File: config.mk
export PLATFORM = sky130hd
export DESIGN_NAME = sseg_capture_flat
export DESIGN_NICKNAME = d
export VERILOG_FILES = /design/src/rtl/sseg_pkg.sv /design/src/rtl/sseg_capture_if.sv /design/src/rtl/sseg_pattern_decode.sv /design/src/rtl/sseg_capture.sv /design/src/flat_wrapper.sv
export SDC_FILE = /design/constraint.sdc
export NUM_CORES = 1
export LEC_CHECK = 0
export BUFFER_PORTS_ARGS = -buffer_cell sky130_fd_sc_hd__buf_2
export CORE_UTILIZATION = 48
export DETAILED_ROUTE_END_ITERATION = 8
export PLACE_DENSITY = 0.68
export SYNTH_ARGS = -nofsm -noshare
export SYNTH_HDL_FRONTEND = slang
export SYNTH_SLANG_ARGS = --single-unit
File: constraint.sdc
create_clock -name clk -period 5.35 [get_ports clk]
set_input_delay 0.535 -clock clk [delete_from_list [all_inputs] [get_ports clk]]
set_output_delay 0.535 -clock clk [all_outputs]
set_load 0.05 [all_outputs]
File: src/rtl/sseg_pkg.sv
// Shared seven-segment definitions: segment bit order, digit patterns, anode mapping.
// Both the display encoder and this capture path use it, so the two sides cannot drift apart.
package sseg_pkg;

  // Bit order on the active-low sseg bus: dp on top, then a..g.
  localparam int SEG_DP_BIT = 7;
  localparam int SEG_A_BIT  = 6;
  localparam int SEG_G_BIT  = 0;

  localparam logic [6:0] SEG_0     = 7'b0000001;
  localparam logic [6:0] SEG_1     = 7'b1001111;
  localparam logic [6:0] SEG_2     = 7'b0010010;
  localparam logic [6:0] SEG_3     = 7'b0000110;
  localparam logic [6:0] SEG_4     = 7'b1001100;
  localparam logic [6:0] SEG_5     = 7'b0100100;
  localparam logic [6:0] SEG_6     = 7'b0100000;
  localparam logic [6:0] SEG_7     = 7'b0001111;
  localparam logic [6:0] SEG_8     = 7'b0000000;
  localparam logic [6:0] SEG_9     = 7'b0000100;
  localparam logic [6:0] SEG_BLANK = 7'b1111111;

  typedef enum logic [1:0] {
    ST_WAIT   = 2'd0,
    ST_SETTLE = 2'd1,
    ST_HELD   = 2'd2
  } dwell_state_t;

  typedef struct packed {
    logic       valid;
    logic [1:0] idx;
  } an_sel_t;

  // One-hot-low anode to digit index; anything else is a blanking gap.
  function automatic an_sel_t an_to_idx(input logic [3:0] an_n);
    an_sel_t r;
    r = '0;
    case (an_n)
      4'b1110: r = '{valid: 1'b1, idx: 2'd0};
      4'b1101: r = '{valid: 1'b1, idx: 2'd1};
      4'b1011: r = '{valid: 1'b1, idx: 2'd2};
      4'b0111: r = '{valid: 1'b1, idx: 2'd3};
      default: r = '0;
    endcase
    return r;
  endfunction

endpackage

File: src/rtl/sseg_capture_if.sv
// Display-side pins in, decoded frame out, plus the dwell FSM state and seen mask for debug.
interface sseg_capture_if;
  import sseg_pkg::*;

  logic [3:0]   an_n;
  logic [7:0]   sseg;
  logic [15:0]  bcd_out;
  logic [3:0]   dp_out;
  logic [3:0]   err_out;
  logic         frame_valid;
  dwell_state_t dbg_state;
  logic [3:0]   dbg_seen;

  // frame_valid is a push-only strobe with no ready: bcd_out/dp_out/err_out change only
  // in the cycle it is high and hold otherwise, so a consumer must take the frame then.
  modport master (
    output an_n, sseg,
    input  bcd_out, dp_out, err_out, frame_valid, dbg_state, dbg_seen
  );

  modport slave (
    input  an_n, sseg,
    output bcd_out, dp_out, err_out, frame_valid, dbg_state, dbg_seen
  );
endinterface

File: src/rtl/sseg_pattern_decode.sv
// Combinational 7-segment pattern (a..g, active-low) to BCD nibble with illegal-pattern flag.
module sseg_pattern_decode
  import sseg_pkg::*;
(
  input  logic [6:0] pattern,
  output logic [3:0] nibble,
  output logic       err
);

  always_comb begin
    nibble = 4'hF;
    err    = 1'b0;
    case (pattern)
      SEG_0:   nibble = 4'd0;
      SEG_1:   nibble = 4'd1;
      SEG_2:   nibble = 4'd2;
      SEG_3:   nibble = 4'd3;
      SEG_4:   nibble = 4'd4;
      SEG_5:   nibble = 4'd5;
      SEG_6:   nibble = 4'd6;
      SEG_7:   nibble = 4'd7;
      SEG_8:   nibble = 4'd8;
      SEG_9:   nibble = 4'd9;
      default: err    = 1'b1;
    endcase
  end

endmodule

File: src/rtl/sseg_capture.sv
// Samples the multiplexed display lines, debounces each digit dwell, and assembles
// four captured digits into a frame with a one-cycle strobe.
module sseg_capture
  import sseg_pkg::*;
#(
  parameter int STABLE_CYCLES = 4
) (
  input  logic           clk,
  input  logic           rst,
  sseg_capture_if.slave  bus
);

  localparam int CNT_W = $clog2(STABLE_CYCLES + 1);

  logic [3:0]  an_s1, an_s2, an_prev;
  logic [7:0]  seg_s1, seg_s2, seg_prev;

  dwell_state_t state, state_next;
  logic [CNT_W-1:0] cnt, cnt_next;
  logic        capture;
  logic        same;
  an_sel_t     sel;

  logic [3:0]  dec_nib;
  logic        dec_err;

  logic [3:0][3:0] slot_nib;
  logic [3:0]  slot_dp, slot_err;
  logic [3:0]  seen, seen_next;
  logic        all_seen;

  logic [15:0] bcd_q;
  logic [3:0]  dp_q, err_q;
  logic        fv_q;

  // Synchronizers and previous-sample register reset to a dark display.
  always_ff @(posedge clk or posedge rst) begin
    if (rst) begin
      an_s1    <= 4'hF;
      an_s2    <= 4'hF;
      an_prev  <= 4'hF;
      seg_s1   <= {1'b1, SEG_BLANK};
      seg_s2   <= {1'b1, SEG_BLANK};
      seg_prev <= {1'b1, SEG_BLANK};
    end else begin
      an_s1    <= bus.an_n;
      an_s2    <= an_s1;
      an_prev  <= an_s2;
      seg_s1   <= bus.sseg;
      seg_s2   <= seg_s1;
      seg_prev <= seg_s2;
    end
  end

  assign sel  = an_to_idx(an_s2);
  assign same = ({an_s2, seg_s2} == {an_prev, seg_prev});

  sseg_pattern_decode u_decode (
    .pattern (seg_s2[SEG_A_BIT:SEG_G_BIT]),
    .nibble  (dec_nib),
    .err     (dec_err)
  );

  always_ff @(posedge clk or posedge rst) begin
    if (rst) begin
      state <= ST_WAIT;
      cnt   <= '0;
    end else begin
      state <= state_next;
      cnt   <= cnt_next;
    end
  end

  always_comb begin
    state_next = state;
    cnt_next   = cnt;
    capture    = 1'b0;
    case (state)
      ST_WAIT: begin
        if (sel.valid) begin
          state_next = ST_SETTLE;
          cnt_next   = CNT_W'(1);
        end
      end
      ST_SETTLE: begin
        if (same) begin
          cnt_next = cnt + CNT_W'(1);
          if (cnt == CNT_W'(STABLE_CYCLES - 1)) begin
            capture    = 1'b1;
            state_next = ST_HELD;
          end
        end else if (sel.valid) begin
          cnt_next = CNT_W'(1);
        end else begin
          state_next = ST_WAIT;
        end
      end
      ST_HELD: begin
        if (!same) begin
          if (sel.valid) begin
            state_next = ST_SETTLE;
            cnt_next   = CNT_W'(1);
          end else begin
            state_next = ST_WAIT;
          end
        end
      end
      default: begin
        state_next = ST_WAIT;
        cnt_next   = '0;
      end
    endcase
  end

  assign all_seen = &seen;

  // A capture on the frame-completion edge keeps its bit for the following frame.
  always_comb begin
    seen_next = all_seen ? 4'b0000 : seen;
    if (capture) seen_next[sel.idx] = 1'b1;
  end

  always_ff @(posedge clk or posedge rst) begin
    if (rst) begin
      slot_nib <= '0;
      slot_dp  <= '0;
      slot_err <= '0;
      seen     <= '0;
    end else begin
      seen <= seen_next;
      if (capture) begin
        slot_nib[sel.idx] <= dec_nib;
        slot_dp[sel.idx]  <= ~seg_s2[SEG_DP_BIT];
        slot_err[sel.idx] <= dec_err;
      end
    end
  end

  always_ff @(posedge clk or posedge rst) begin
    if (rst) begin
      bcd_q <= '0;
      dp_q  <= '0;
      err_q <= '0;
      fv_q  <= 1'b0;
    end else begin
      fv_q <= all_seen;
      if (all_seen) begin
        bcd_q <= slot_nib;
        dp_q  <= slot_dp;
        err_q <= slot_err;
      end
    end
  end

  assign bus.bcd_out     = bcd_q;
  assign bus.dp_out      = dp_q;
  assign bus.err_out     = err_q;
  assign bus.frame_valid = fv_q;
  assign bus.dbg_state   = state;
  assign bus.dbg_seen    = seen;

endmodule
File: src/flat_wrapper.sv
// flat-port wrapper written by rule: the top's interface ports become plain ports
module sseg_capture_flat import sseg_pkg::*;
#(
  parameter int STABLE_CYCLES = 4
)
  (clk, rst, bus_an_n, bus_sseg, bus_bcd_out, bus_dp_out, bus_err_out, bus_frame_valid, bus_dbg_state, bus_dbg_seen);
  sseg_capture_if bus_i ();
  input  logic clk;
  input  logic rst;
  input wire logic [$bits(bus_i.an_n)-1:0] bus_an_n;
  input wire logic [$bits(bus_i.sseg)-1:0] bus_sseg;
  output wire logic [$bits(bus_i.bcd_out)-1:0] bus_bcd_out;
  output wire logic [$bits(bus_i.dp_out)-1:0] bus_dp_out;
  output wire logic [$bits(bus_i.err_out)-1:0] bus_err_out;
  output wire logic [$bits(bus_i.frame_valid)-1:0] bus_frame_valid;
  output wire logic [$bits(bus_i.dbg_state)-1:0] bus_dbg_state;
  output wire logic [$bits(bus_i.dbg_seen)-1:0] bus_dbg_seen;
  assign bus_i.an_n = bus_an_n;
  assign bus_i.sseg = bus_sseg;
  assign bus_bcd_out = bus_i.bcd_out;
  assign bus_dp_out = bus_i.dp_out;
  assign bus_err_out = bus_i.err_out;
  assign bus_frame_valid = bus_i.frame_valid;
  assign bus_dbg_state = bus_i.dbg_state;
  assign bus_dbg_seen = bus_i.dbg_seen;
  sseg_capture #(.STABLE_CYCLES(STABLE_CYCLES)) u_core (.clk(clk), .rst(rst), .bus(bus_i));
endmodule
## Word-level counts from Yosys, hierarchy flattened

Index checks and enable logic that the tools add are counted.

- Add/subtract/negate cells: 1
- Order comparisons: 2
- Multiplexer cells: 26
- Reductions and logical operators: 6
- Bitwise gates (word level): 2
- Equal/unequal tests: 21

Operator list:

| operator | count |
|---|---|
| case mux 4 bit (10 select lines) | 1 |
| bitwise mux 16 bit | 1 |
| == test 7 x 3 -> 1 bit (second input constant) | 2 |
| == test 7 x 6 -> 1 bit (second input constant) | 2 |
| == test 7 bit (second input constant) | 2 |
| == test 12 bit | 1 |
| == test 4 bit (second input constant) | 3 |
| two-way mux 4 bit | 3 |
| case mux 3 bit (4 select lines) | 1 |
| two-way mux 2 bit | 5 |
| OR reduction 10 bit | 1 |
| two-way mux 3 bit | 3 |
| case mux 3 bit (3 select lines) | 1 |
| bitwise mux 4 bit | 2 |
| demux 4 bit (select 2 bit) | 1 |
| AND reduction 4 bit | 2 |
| == test 7 x 1 -> 1 bit (second input constant) | 1 |
| == test 7 x 4 -> 1 bit (second input constant) | 1 |
| == test 7 x 5 -> 1 bit (second input constant) | 1 |
| logical NOT 7 bit | 1 |
| two-way mux 1 bit | 6 |
| case mux 2 bit (3 select lines) | 1 |
| == test 4 x 3 -> 1 bit (second input constant) | 1 |
| OR 4 bit | 1 |
| other kinds (14) | 14 |

- Bits in registers: 94
- Bits of input ports: 14
- Logic and storage cells: 77

## Logic depth before layout (Yosys ltp)

- Depth in word-level cells: 8
- Mapped depth: 7
- Gate-level depth less buffers: 6

## Modules after synthesis

A second synthesis with hierarchy kept.

- Cell total of the unflattened synthesis: 300
- Area total of the unflattened synthesis: 3,676.0 µm²

By module, submodules not included:

| module | seq. area each (µm²) | cells each | times used | area an instance (µm²) |
|---|---|---|---|---|
| sseg_capture | 2,397.3 | 271 | 1 | 3,477.1 |
| sseg_pattern_decode | 0.0 | 29 | 1 | 198.9 |

## Least setup slack after synthesis

Ideal clock, no wire load.

- Kind: flip-flop to flip-flop
- From: reg u_core.an_s2[0]
- To: reg u_core.slot_err[2]
- Arrival: 1,983 ps
- Clock period less this slack: 2,108 ps
- Slack: 3,242 ps
- Setup time: 125 ps
- Required time: 5,225 ps
- Stages on the path, launching flop included: 7
- Cell sequence: dfstp_2 > clkbuf_1 > xor2_1 > nor4_1 > nand3_1 > nor3_4 > mux2_2

- Word-level cells in the longest chain between the ends: 7
- Elaborated cells on any way between the ends: 14

Ends and longest elaborated chain:

| element | RTL line | RTL |
|---|---|---|
| start, declared | sseg_capture.sv:15 | `logic [3:0] an_s1, an_s2, an_prev;` |
| start signal, assigned | sseg_capture.sv:47 | `an_s2 <= an_s1;` |
| == test 4 x 3 -> 1 bit or == test 4 bit (tied branches) | sseg_pkg.sv:37 | `case (an_n)` |
| case mux 3 bit (4 select lines) | sseg_pkg.sv:37 |  |
| less-than comparator 2 x 3 -> 1 bit (not written as such) or greater-or-equal comparator 2 x 1 -> 1 bit (tied branches) | sseg_capture.sv:134 | `slot_err[sel.idx] <= dec_err;` |
| logical AND 1 bit (not written as such) | sseg_capture.sv:134 |  |
| two-way mux 1 bit (not written as such) | sseg_capture.sv:134 |  |
| demux 1 bit (select 2 bit) | -- |  |
| bitwise mux 4 bit | sseg_capture.sv:134 |  |
| end signal, assigned by index | sseg_capture.sv:134 |  |
| end, declared | sseg_capture.sv:28 | `logic [3:0] slot_dp, slot_err;` |

Parallel ways exist; a longest one is shown, timed or not.
A chain may end at the register's enable or synchronous reset.

## Final worst setup path

- From: reg u_core.an_s2[2]
- To: reg u_core.slot_err[1]

The elaborated chain is that of the path after synthesis.

==> impl_metrics.csv <==
group,metric,value,unit
critical_path,path_class,"register to register",
clocking,ctsHoldBuffers,0,
critical_path,required,5600,ps
critical_path,critPathArrivalTime,2650,ps
layout,nNetsFinal,367,
synthesis,avgSynthCellArea,12.07,um^2
synthesis,synthDistinctLibCells,45,
synthesis,ys_ff_latch,94,
die,row_count,31,
pwr,share_seq_of_total_power,0.573,
pwr,power_switching,330.2,uW
timing,rsz0062_at_grt,"no",
synthesis,synth_edf_count,0,
synthesis,async_flop_share,1.000,
synthesis,synth_mux_area_frac,0.07967,
critical_path,critPathBufInv,0,
clocking,cts-resized-gates,0,
die,start_util,0.5067,
critical_path,end_kind,"register",
synthesis,syn-cell-area,3754,um^2
synthesis,synth_top_family_by_area,"simple AND/OR/NAND/NOR gates",
synthesis,synth_compound_area_frac,0.04167,
grt,grt_pass1_wl,10860,um
synthesis,synth-simple-area-share,0.1607,
die,die_w,90.43,um
clocking,htree_levels,3,
timing,hold_viol_final,0,
routing,drc,0,
timing,final-setup-viol-count,0,
pwr,swShare,0.2492,
layout,finalInstanceArea,4238,um^2
routing,drt_iter0_drc,76,
pwr,comb_power_share,0.055,
grt,antenna_found_initial,0,
status,status,"finished, final reports clean",
layout,antenna_cells,0,
routing,ant_nets,0,
routing,wl_met2,3001,um
clocking,cts_buffer_depth,2,
layout,area_delta_synth_final,12.90,%
timing,slew-limit-headroom,0.5034,
critical_path,cp_top_family,"simple AND/OR/NAND/NOR gates",
timing,fin_skew,11.18,ps
layout,final_cell_count_no_fill,455,
job,max_cap_viol_count,0,
critical_path,cp-start-kind,"register",
routing,drt-met1-wl,2966,um
routing,vias_per_cell,5.064,
place,dp_hpwl,4218,um
clocking,post_cts_buffers,0,
timing,fin_crit,2402,ps
clocking,cts_tree,"yes",
timing,tns,0,ps
clocking,cts_buffers,9,
place,pre_cts_slack,2920,ps
pwr,vdd_drop_max,0.0002008,V
routing,wirelength,6273,um
place,placed_area,4024,um^2
pwr,clockPowerShare,0.372,
clocking,path_clk_slew,100,ps
critical_path,crit_slowest_cell,"dfstp_2",
routing,vias,2304,
hold_path,hold_class,"primary input to asynchronous set/reset pin",
synthesis,synthesis.nets,327,
critical_path,crit_fanout,10,
die,io_pins,45,
grt,grt_util_all_layers,0.1703,
grt,grt_pass1_vias,2238,
grt,grt_overflow_total,0,
routing,wl_met3,244,um
synthesis,synthFlopType,"dfrtp_1",
routing,highest_layer,"met4",
pwr,power.density,312.7,nW/um^2
synthesis,synthXorXnorAreaFrac,0.03500,
timing,tightest_slew,744.9,ps
routing,firstDrtPassIters,4,
grt,grt_max_degree,64,
clocking,clkSinkCount,94,
clocking,cts-root-buf,"clkbuf_8",
place,io_buffers,44,
place,placed_cells,439,
die,design.core.area,7408,um^2
die,dieHeight,90.43,um
timing,slew_viol_final,0,
routing,avgRoutedWirePerCell,13.79,um
timing,min_period_over_period,0.4489,
pwr,power.leakage,2.158,nW
timing,fin_ws,2948,ps
pwr,p_int,995.0,uW
timing,fmax,416.4,MHz
die,dieArea,8178,um^2
critical_path,cpPeakStageDelay,660,ps
critical_path,crit_chain,"xor2_1 -> nor4_1 -> and3_1 -> nand4_4 -> mux2_2",
synthesis,seq_area_frac_synth,0.6387,
place,place_congestion,0.7397,
synthesis,yosys_warnings,0,
clocking,clock_latency,360,ps
synthesis,synthesis.instances,311,
layout,drive_gt1_frac,0.3567,
synthesis,synth-adder-area-share,0.009333,
-- worst register-to-register path: cells and delay by family, from the launching register on --
kind	cells	cell delay (ps)
xor+xnor	1	100
flops	1	660
mux	1	350
simple gates	3	1180
-- Yosys cell counts, types with 5 or more instances --
cell / instances / area [um^2]
clkbuf_1: 8 / 30.03
dfstp_2: 36 / 945.9
o21ai_0: 5 / 25.02
dfrtp_1: 58 / 1451
mux2_2: 19 / 214.0
nand3_1: 6 / 30.03
mux2i_1: 7 / 70.07
buf_2: 6 / 30.03
nand2_1: 77 / 289.0
nor2_1: 11 / 41.29
inv_1: 11 / 41.29
xor2_1: 12 / 105.1
-- path summary, 6_finish.rpt --
path                                        from                      end  slack (ps)  cells after the start
min in group clk                     bus_sseg[7]         u_core.seg_s1[7]         270                      1
worst min-delay path                         rst    u_core.bus.bcd_out[4]         180                      2
worst max register to register   u_core.an_s2[2]       u_core.slot_err[1]        2950                      5
worst min register to register  u_core.seg_s1[3]         u_core.seg_s2[3]         360                      0
worst max-delay path             u_core.an_s2[2]       u_core.slot_err[1]        2950                      5
max in group asynchronous                    rst  u_core.bus.dbg_state[0]        4040                      3
-- flip-flops by register name, summed over array words and instances, names as in the netlist --
register	flops
u_core.bus.bcd_out	16
u_core.slot_nib	16
u_core.seg_prev	8
u_core.seg_s1	8
u_core.seg_s2	8
u_core.an_prev	4
u_core.an_s1	4
u_core.an_s2	4
u_core.bus.dbg_seen	4
u_core.bus.dp_out	4
u_core.bus.err_out	4
u_core.slot_dp	4
u_core.slot_err	4
u_core.cnt	3
u_core.bus.dbg_state	2
u_core.bus.frame_valid	1
-- power by group through the flow --
stage | clock [mW] | sequential (mW) | combinational, mW
floorplan | 0 | 0.763 | 0.0636
CTS | 0.507 | 0.760 | 0.0747
detailed placement | 0 | 0.772 | 0.0744
finish | 0.492 | 0.760 | 0.0733
global placement | 0 | 0.771 | 0.0726
global route | 0.537 | 0.763 | 0.0829
-- area by class of cell --
| class | instances | area, um^2 |
|---|---|---|
| fill | 648 | 3171 |
| sequential | 94 | 2397 |
| multi-input combinational | 189 | 1225 |
| timing repair buffer | 46 | 235.2 |
| clock buffer | 9 | 123.9 |
| tap | 99 | 123.9 |
| clock inverter | 7 | 90.09 |
| inverter | 11 | 42.54 |
-- metrics by stage --
| step | total power [mW] | utilization | hold slack, ps |
|---|---|---|---|
| 6_report | 1.325 | 0.5720 | 182.9 |
| 5_1_grt | 1.383 | 0.5720 | 210.4 |
| 4_1_cts | 1.342 | 0.5720 | 186.6 |
| 3_5_place_dp | 0.8468 | 0.5432 | 347.0 |
| 3_3_place_gp | 0.8438 | 0.5432 | 345.5 |
| 2_1_floorplan | 0.8263 | - | 345.2 |
-- layout by cell type (no fill, tap or decap), types with 2 or more instances in the layout --
master	count
a21oi_1	4
and3_1	2
buf_2	44
buf_4	2
clkbuf_8	9
clkinvlp_4	2
dfrtp_1	58
dfstp_2	36
ha_1	2
inv_1	10
inv_6	2
mux2_2	19
mux2i_1	7
nand2_1	77
nand3_1	6
nand3_2	2
nand4_1	2
nand4_4	2
nand4b_1	3
nor2_1	11
nor3_1	2
nor3b_1	2
nor4_1	4
o211a_1	2
o211ai_1	2
o21ai_0	5
or3_1	3
xnor2_1	3
xor2_1	12
-- metal layers --
layer / global-route usage / vias up
li1: - / 1115
met1: 0.2347 / 1130
met2: 0.2608 / 54
met3: 0.04798 / 5
met4: 0.05645 / 0
met5: 0 / -
-- cells by family after synthesis --
group,count (synthesis)
AND/OR/NAND/NOR,122
flip-flops,94
buffers and inverters,28
multiplexers,27
AO/OA/AOI/OAI,22
XOR/XNOR,15
adder cells (fa/ha/maj),3
(Power assumes the default switching activity.)
